===== src/rtl/ad5621_write.sv =====
// Serial writer for an AD5621-class 12-bit DAC: valid/ready sample intake with a one-entry
// buffer, 16-bit MSB-first frames on SYNC#/SCLK/SDIN with a generated SCLK that idles high.
module ad5621_write #(
  parameter int unsigned SCLK_DIV    = 1,
  parameter int unsigned IDLE_CYCLES = 3,
  parameter logic [1:0]  PD_MODE     = 2'b00
) (
  input  logic        clk,
  input  logic        rstn,
  input  logic        dac_data_en,
  input  logic [11:0] dac_data,
  output logic        dac_data_rdy,
  output logic        dac_busy,
  output logic        dac_syncn,
  output logic        dac_sclk,
  output logic        dac_sdin
);

  localparam logic [2:0] PhaseLast = 3'(SCLK_DIV - 1);
  localparam logic [3:0] GapLast   = 4'(IDLE_CYCLES - 1);

  typedef enum logic [1:0] {StIdle, StShift, StGap} state_e;

  state_e      state_q;
  logic [11:0] buf_q;
  logic        buf_valid_q;
  logic [14:0] shift_q;
  logic [3:0]  bit_cnt_q;
  logic [2:0]  phase_cnt_q;
  logic [3:0]  gap_cnt_q;
  logic        syncn_q;
  logic        sclk_q;
  logic        sdin_q;
  logic        busy_q;
  logic        accept;

  // The buffer only takes a sample when empty, so accept and the IDLE load never coincide.
  assign accept = dac_data_en & ~buf_valid_q;

  always_ff @(posedge clk or negedge rstn) begin
    if (!rstn) begin
      state_q     <= StIdle;
      buf_q       <= 12'h000;
      buf_valid_q <= 1'b0;
      shift_q     <= 15'h0000;
      bit_cnt_q   <= 4'd0;
      phase_cnt_q <= 3'd0;
      gap_cnt_q   <= 4'd0;
      syncn_q     <= 1'b1;
      sclk_q      <= 1'b1;
      sdin_q      <= 1'b0;
      busy_q      <= 1'b0;
    end else begin
      if (accept) begin
        buf_q       <= dac_data;
        buf_valid_q <= 1'b1;
      end

      unique case (state_q)
        StIdle: begin
          if (buf_valid_q) begin
            state_q     <= StShift;
            // Frame bit 15 goes straight to sdin; shift_q holds bits 14..0.
            sdin_q      <= PD_MODE[1];
            shift_q     <= {PD_MODE[0], buf_q, 2'b00};
            buf_valid_q <= 1'b0;
            bit_cnt_q   <= 4'd15;
            phase_cnt_q <= 3'd0;
            syncn_q     <= 1'b0;
            sclk_q      <= 1'b1;
            busy_q      <= 1'b1;
          end
        end

        StShift: begin
          if (phase_cnt_q != PhaseLast) begin
            phase_cnt_q <= phase_cnt_q + 3'd1;
          end else begin
            phase_cnt_q <= 3'd0;
            if (sclk_q) begin
              sclk_q <= 1'b0;
            end else if (bit_cnt_q == 4'd0) begin
              state_q   <= StGap;
              gap_cnt_q <= 4'd0;
              syncn_q   <= 1'b1;
              sclk_q    <= 1'b1;
              sdin_q    <= 1'b0;
            end else begin
              // Next bit changes with the rising sclk, keeping sdin stable across the fall.
              bit_cnt_q <= bit_cnt_q - 4'd1;
              sclk_q    <= 1'b1;
              sdin_q    <= shift_q[14];
              shift_q   <= {shift_q[13:0], 1'b0};
            end
          end
        end

        StGap: begin
          if (gap_cnt_q == GapLast) begin
            state_q <= StIdle;
            busy_q  <= 1'b0;
          end else begin
            gap_cnt_q <= gap_cnt_q + 4'd1;
          end
        end

        default: begin
          state_q <= StIdle;
          syncn_q <= 1'b1;
          sclk_q  <= 1'b1;
          sdin_q  <= 1'b0;
          busy_q  <= 1'b0;
        end
      endcase
    end
  end

  assign dac_data_rdy = ~buf_valid_q;
  assign dac_busy     = busy_q;
  assign dac_syncn    = syncn_q;
  assign dac_sclk     = sclk_q;
  assign dac_sdin     = sdin_q;

endmodule


===== config.mk =====
export PLATFORM = sky130hd
export DESIGN_NAME = ad5621_write
export DESIGN_NICKNAME = d
export VERILOG_FILES = /design/src/rtl/ad5621_write.sv
export SDC_FILE = /design/constraint.sdc
export NUM_CORES = 1
export LEC_CHECK = 0
export ABC_AREA = 1
export BUFFER_PORTS_ARGS = -buffer_cell sky130_fd_sc_hd__buf_2
export CELL_PAD_IN_SITES_DETAIL_PLACEMENT = 1
export CELL_PAD_IN_SITES_GLOBAL_PLACEMENT = 1
export CORE_ASPECT_RATIO = 2
export CORE_MARGIN = 8
export CORE_UTILIZATION = 45
export DETAILED_ROUTE_END_ITERATION = 7
export PLACE_DENSITY_LB_ADDON = 0.1
export SETUP_SLACK_MARGIN = 0.3
export SLEW_MARGIN = 40
export SYNTH_ARGS = -nofsm -noshare
export SYNTH_HDL_FRONTEND = slang
export SYNTH_SLANG_ARGS = --single-unit

===== constraint.sdc =====
create_clock -name clk -period 5 [get_ports clk]
set_clock_uncertainty 0.15 [all_clocks]
set_input_delay 0.75 -clock clk [delete_from_list [all_inputs] [get_ports clk]]
set_output_delay 0.75 -clock clk [all_outputs]
set_load 0.02 [all_outputs]

* Yosys cells after proc, flatten, opt, wreduce, memory -nomap -nowiden
Index checks and enable logic that the tools add are counted.
** Word-level totals
- Register bits after elaboration :: 45
- Memories :: 0
- Logic and storage cells :: 83
- Output and inout bits :: 5
- Latch bits :: 0
- Memory bits (writable) :: 0
- Memory bits (read-only) :: 0
** Operators by class
- Eq/ne operators :: 10
- Multipliers :: 0
- Bitwise operators :: 4
- Divide/modulo/power cells :: 0
- Reductions and logical operators :: 13
- Shift operators :: 0
- $add $sub $neg :: 3
- $lt $le $gt $ge :: 0
- Mux-type cells :: 42
** Operators by type and width (number)
- $mux W15 :: 4
- $mux W4 :: 8
- $pmux W15 S2 :: 1
- $reduce_and A5 Y1 :: 4
- $pmux W4 S2 :: 2
- $mux W1 :: 14
- $ne A2 B2 Y1 const B :: 7
- $pmux W1 S3 :: 4
- $mux W2 :: 5
- $mux W3 :: 2
- $pmux W2 S3 :: 1
- $pmux W3 S2 :: 1
- $reduce_and A3 Y1 :: 2
- $add A4 B1 Y4 const B :: 1
- $eq A4 B2 Y1 const B :: 1
- $logic_not A4 Y1 :: 1
- $reduce_and A4 Y1 :: 1
- $reduce_bool A2 Y1 :: 2
- $sub A4 B1 Y4 const B :: 1
- $add A3 B1 Y3 const B :: 1
- $not A1 Y1 :: 3
- $reduce_bool A3 Y1 :: 1
- $eq A2 B1 Y1 const B :: 1
- $eq A2 B2 Y1 const B :: 1
- other kinds (3) :: 3

* Longest topological paths before layout
- Depth after elaboration :: 5
- Mapped depth :: 9
- Mapped depth without buffers :: 9

* Worst setup path before layout
No wires, ideal clock.
- Path kind :: input port to flip-flop
- From :: input port dac_data_en
- To :: register buf_q[11]
- Setup slack :: 3.293 ns
- Library setup time :: 0.125 ns
- Stages on the path :: 3
- Arrival :: 1.433 ns
- Buffers on the path :: 1
- Cell sequence :: nand2_1 -> buf_2 -> mux2_2
** Between the ends
- Word-level cells in the longest chain between the ends :: 1
** RTL lines
- start: declaration :: line 10 : input logic dac_data_en,
- $and A1 B1 Y1 :: line 38 : assign accept = dac_data_en & ~buf_valid_q;
- end signal: assignment :: line 55 : buf_q <= dac_data;
- end: declaration :: line 25 : logic [11:0] buf_q;
No other way between the ends.
A chain may end at the register's enable or synchronous reset.

* Worst setup path after layout
- From :: register bit_cnt_q[0]
- To :: register bit_cnt_q[2]
** Between the ends
- Word-level cells in the longest chain between the ends :: 5
** RTL lines
- start: declaration :: line 28 : logic [3:0] bit_cnt_q;
- start signal: assignment :: line 90 : bit_cnt_q <= bit_cnt_q - 4'd1;
- $sub A4 B1 Y4 :: line 90
- $mux W4 :: line 82 : end else if (bit_cnt_q == 4'd0) begin
- $mux W4 :: line 80 : if (sclk_q) begin
- $mux W4 :: line 76 : if (phase_cnt_q != PhaseLast) begin
- $pmux W4 S2 :: line 59 : unique case (state_q)
Parallel ways exist; a longest one is shown, timed or not. The select of a mux whose other input is x is not followed.

==> impl_metrics.toml <==
[power_and_ir_drop]
power.switching_w = 0.000672
power.ir.vdd_worst_uv = 308
cellLeakagePower_nw = 1.25
total_power_w = 0.00157
power_per_cell_area_nw_per_um2 = 673
power_frac_clock_pct = 16.6
combinationalPowerShare_pct = 45.4
power.internal_w = 0.000900
sw_frac_of_total_pct = 42.7
pwr-share-seq_pct = 38.0

[timing]
worst_pin_slew_ns = 0.679
setup_ws_ns = 3.00
timing.final.crit_period_ns = 2.00
grt_setup_unrepaired = "no"
slew_headroom_pct = 54.6
timing.setup.tns_ns = 0
finalHoldWorstSlack_ns = 0.283
max_freq_mhz = 499
layout_worst_path_cycle_share_pct = 40.0
finalMaxSlewViolations = 0
finalSetupViolations = 0
final-hold-violation-count = 0

[grt]
largest_net_degree_at_the_start_of_global_routing = 44
grt-ovfl-total = 0
globalRouteTotalUtil_pct = 13.8
wire_length_of_the_first_global_routing_pass_mm = 7.98
antenna_found_initial = 0
first_global_vias = 1823

[synthesis]
synthesis.instances = 246
top_reg_cell_synth = "sky130_fd_sc_hd__dfrtp_1"
synth.distinct_cells = 27
syn_nets = 266
synth_seq_cells = 43
netlist_area_pre_place_um2 = 2120
synth.avg_cell_area_um2 = 8.62
synthesis.yosys.warnings = 0
async_reset_ff_share_pct = 100
synth-edff-count = 0
ys_seq_area_share_pct = 50.9

[cts]
postCtsResizedCells = 0
htree_num_levels = 2
cts.repair_timing.setup_buffer_count = 0
clk_latency_ns = 0.29
clkSlewWorstSetupHoldPaths_ns = 0.08
number_of_buffers_added_by_the_clock_tree_synthesis_step = 5
cts_tree = "built"
root_buffer = "sky130_fd_sc_hd__clkbuf_8"
cts_hold_buffers = 0
clockBufferDepth = 2
numClockSinks = 43

[route]
via_per_inst = 5.18
detailedRoute.firstIterationViolations = 25
drt_wl_total_mm = 4.55
drc_errors = 0
avgRoutedWirePerCell_um = 14.2
detail-route-antenna-nets = 0
drtPass1Iterations = 4
vias = 1657

[setup_path]
worst-path-max-fanout = 18
reg2reg_setup_slack_ns = 3.00
r2r_start = "bit_cnt_q[0]$_DFFE_PN0P_"
timing.reg2reg.worst_path_depth = 7
critPathSlowestCell = "sky130_fd_sc_hd__nand2_1"
timing.critical_path.slowest_cell_delay_ns = 0.40
critical_r2r_capture = "bit_cnt_q[2]$_DFFE_PN0P_"
worst_path_most_repeated_cell = "sky130_fd_sc_hd__nand2_1"
crit_type = "flop to flop"
crit_arrival_ns = 2.08
cell_breakdown_of_the_critical_path = "inv_1, ha_1, nand3_1, nand2_1, nor2_8, nand2_1, nand2_1"
start_kind = "flop"
crit_required_ns = 5.08
cp-end-kind = "flop"

[place]
number_of_buffers_added_on_ports = 19
hpwl_mm = 3.41
placement.setup.worst_slack_ns = 3.02
routabilityCongestion = 0.765

[floorplanning]
die_x_um = 64.5
design.portCount = 20
die_height_um = 113
initial_utilization_pct = 46.6
fp-row-count = 35
fp.dieArea_um2 = 7300
coreArea_um2 = 4550

[final_layout]
antennaDiodeCount = 0
final_layout_size_suffix_gt1_share_pct = 17.4
final_core_util_pct = 51.3
count_of_nets_after_finishing = 285
area_growth_syn_to_layout_pct = 10.1

[run]
max_cap_viols = 0

[min_path]
hold_path.class = "primary input to asynchronous set/reset pin"

[run_status]
outcome = "completed"
## worst max path at each step
stage	endpoint	startpoint	slack [ns]
CTS	bit_cnt_q[2]$_DFFE_PN0P_	bit_cnt_q[0]$_DFFE_PN0P_	2.98
finish	bit_cnt_q[2]$_DFFE_PN0P_	bit_cnt_q[0]$_DFFE_PN0P_	3.00
global route	gap_cnt_q[2]$_DFFE_PN0P_	state_q[1]$_DFFE_PN0P_	2.87
floorplan	buf_q[11]$_DFFE_PN0P_	dac_data_en	3.29
detailed placement	shift_q[7]$_DFFE_PN0P_	bit_cnt_q[0]$_DFFE_PN0P_	3.02
global placement	shift_q[7]$_DFFE_PN0P_	bit_cnt_q[0]$_DFFE_PN0P_	3.01
## critical path, delay by kind of cell (launching register included)
family | cells | cell delay [ns]
AND/OR/NAND/NOR | 5 | 1.07
flip-flops | 1 | 0.38
adder cells (fa/ha/maj) | 1 | 0.24
buffers and inverters | 1 | 0.09
## layout by cell type (no fill, tap or decap), types with 5 or more instances in the layout
cell                       count
sky130_fd_sc_hd__dfrtp_1      41
sky130_fd_sc_hd__clkbuf_8      5
sky130_fd_sc_hd__nand2_1     102
sky130_fd_sc_hd__o21ai_0      17
sky130_fd_sc_hd__nand4_1       5
sky130_fd_sc_hd__mux2_2       11
sky130_fd_sc_hd__ha_1          5
sky130_fd_sc_hd__nand3_1       7
sky130_fd_sc_hd__buf_2        18
sky130_fd_sc_hd__o21ai_1       7
sky130_fd_sc_hd__inv_1        16
sky130_fd_sc_hd__nor2_1       12
## kinds of logic after synthesis
family / after synthesis / synth area share (%)
AOI/OAI and AO/OA: 28 / 6.96
muxes: 11 / 5.84
adders and majority gates: 5 / 2.95
and+or+nand+nor: 134 / 27.4
xor gates and xnor gates: 1 / 0.413
DFF: 43 / 50.9
buffers and inverters: 24 / 5.55
## layout make-up
type                    instances  area [um^2]
fillers                       570         2220
flip-flops and latches         43         1080
multi-input cells             179          925
repair buffers                 19         97.6
clock buffers                   6         72.6
well taps                      55         68.8
inverters                      17         63.8
clock inverters                 1         30.0
## registers in the layout, summed over array words and instances (netlist names)
| name | cells |
|---|---|
| shift_q | 13 |
| buf_q | 12 |
| bit_cnt_q | 4 |
| gap_cnt_q | 4 |
| phase_cnt_q | 3 |
| state_q | 2 |
| buf_valid_q | 1 |
| dac_busy | 1 |
| dac_sclk | 1 |
| dac_sdin | 1 |
| dac_syncn | 1 |
## per-layer routing
layer | GRT usage [%] | vias up | share of wire (%)
met1 | 12.9 | 812 | 37
li1 | - | 818 | -
met2 | 26.6 | 21 | 58
met5 | 0 | - | 0
met3 | 2.97 | 6 | 2.4
met4 | 6.16 | 0 | 1.9
## power groups by stage
| stage | clock, W | sequential (W) | combinational (W) |
|---|---|---|---|
| after CTS | 0.000273 | 0.000599 | 0.000737 |
| final | 0.000261 | 0.000597 | 0.000714 |
| after global routing | 0.000279 | 0.000616 | 0.000820 |
| after detailed placement | 0 | 0.000606 | 0.000732 |
| after floorplan | 0 | 0.000598 | 0.000585 |
| after global placement | 0 | 0.000599 | 0.000716 |
## Yosys cell counts (2+ instances only)
cell type	number	area (um^2)
sky130_fd_sc_hd__nand2_1	102	383
sky130_fd_sc_hd__dfrtp_1	41	1030
sky130_fd_sc_hd__o21ai_0	17	85.1
sky130_fd_sc_hd__inv_1	16	60.1
sky130_fd_sc_hd__nor2_1	12	45.0
sky130_fd_sc_hd__mux2_2	11	124
sky130_fd_sc_hd__nand3_1	7	35.0
sky130_fd_sc_hd__o21ai_1	7	35.0
sky130_fd_sc_hd__ha_1	5	62.6
sky130_fd_sc_hd__nand4_1	5	31.3
sky130_fd_sc_hd__buf_2	3	15.0
sky130_fd_sc_hd__buf_6	3	33.8
sky130_fd_sc_hd__dfstp_2	2	52.6
sky130_fd_sc_hd__nand3b_1	2	15.0
## metrics by stage
step	cells	instance area (um^2)
2_1_floorplan	246	2120
3_3_place_gp	313	2230
3_5_place_dp	313	2230
4_1_cts	320	2340
5_1_grt	320	2340
6_report	320	2340
Note: power is estimated with default switching activity, not from simulation.
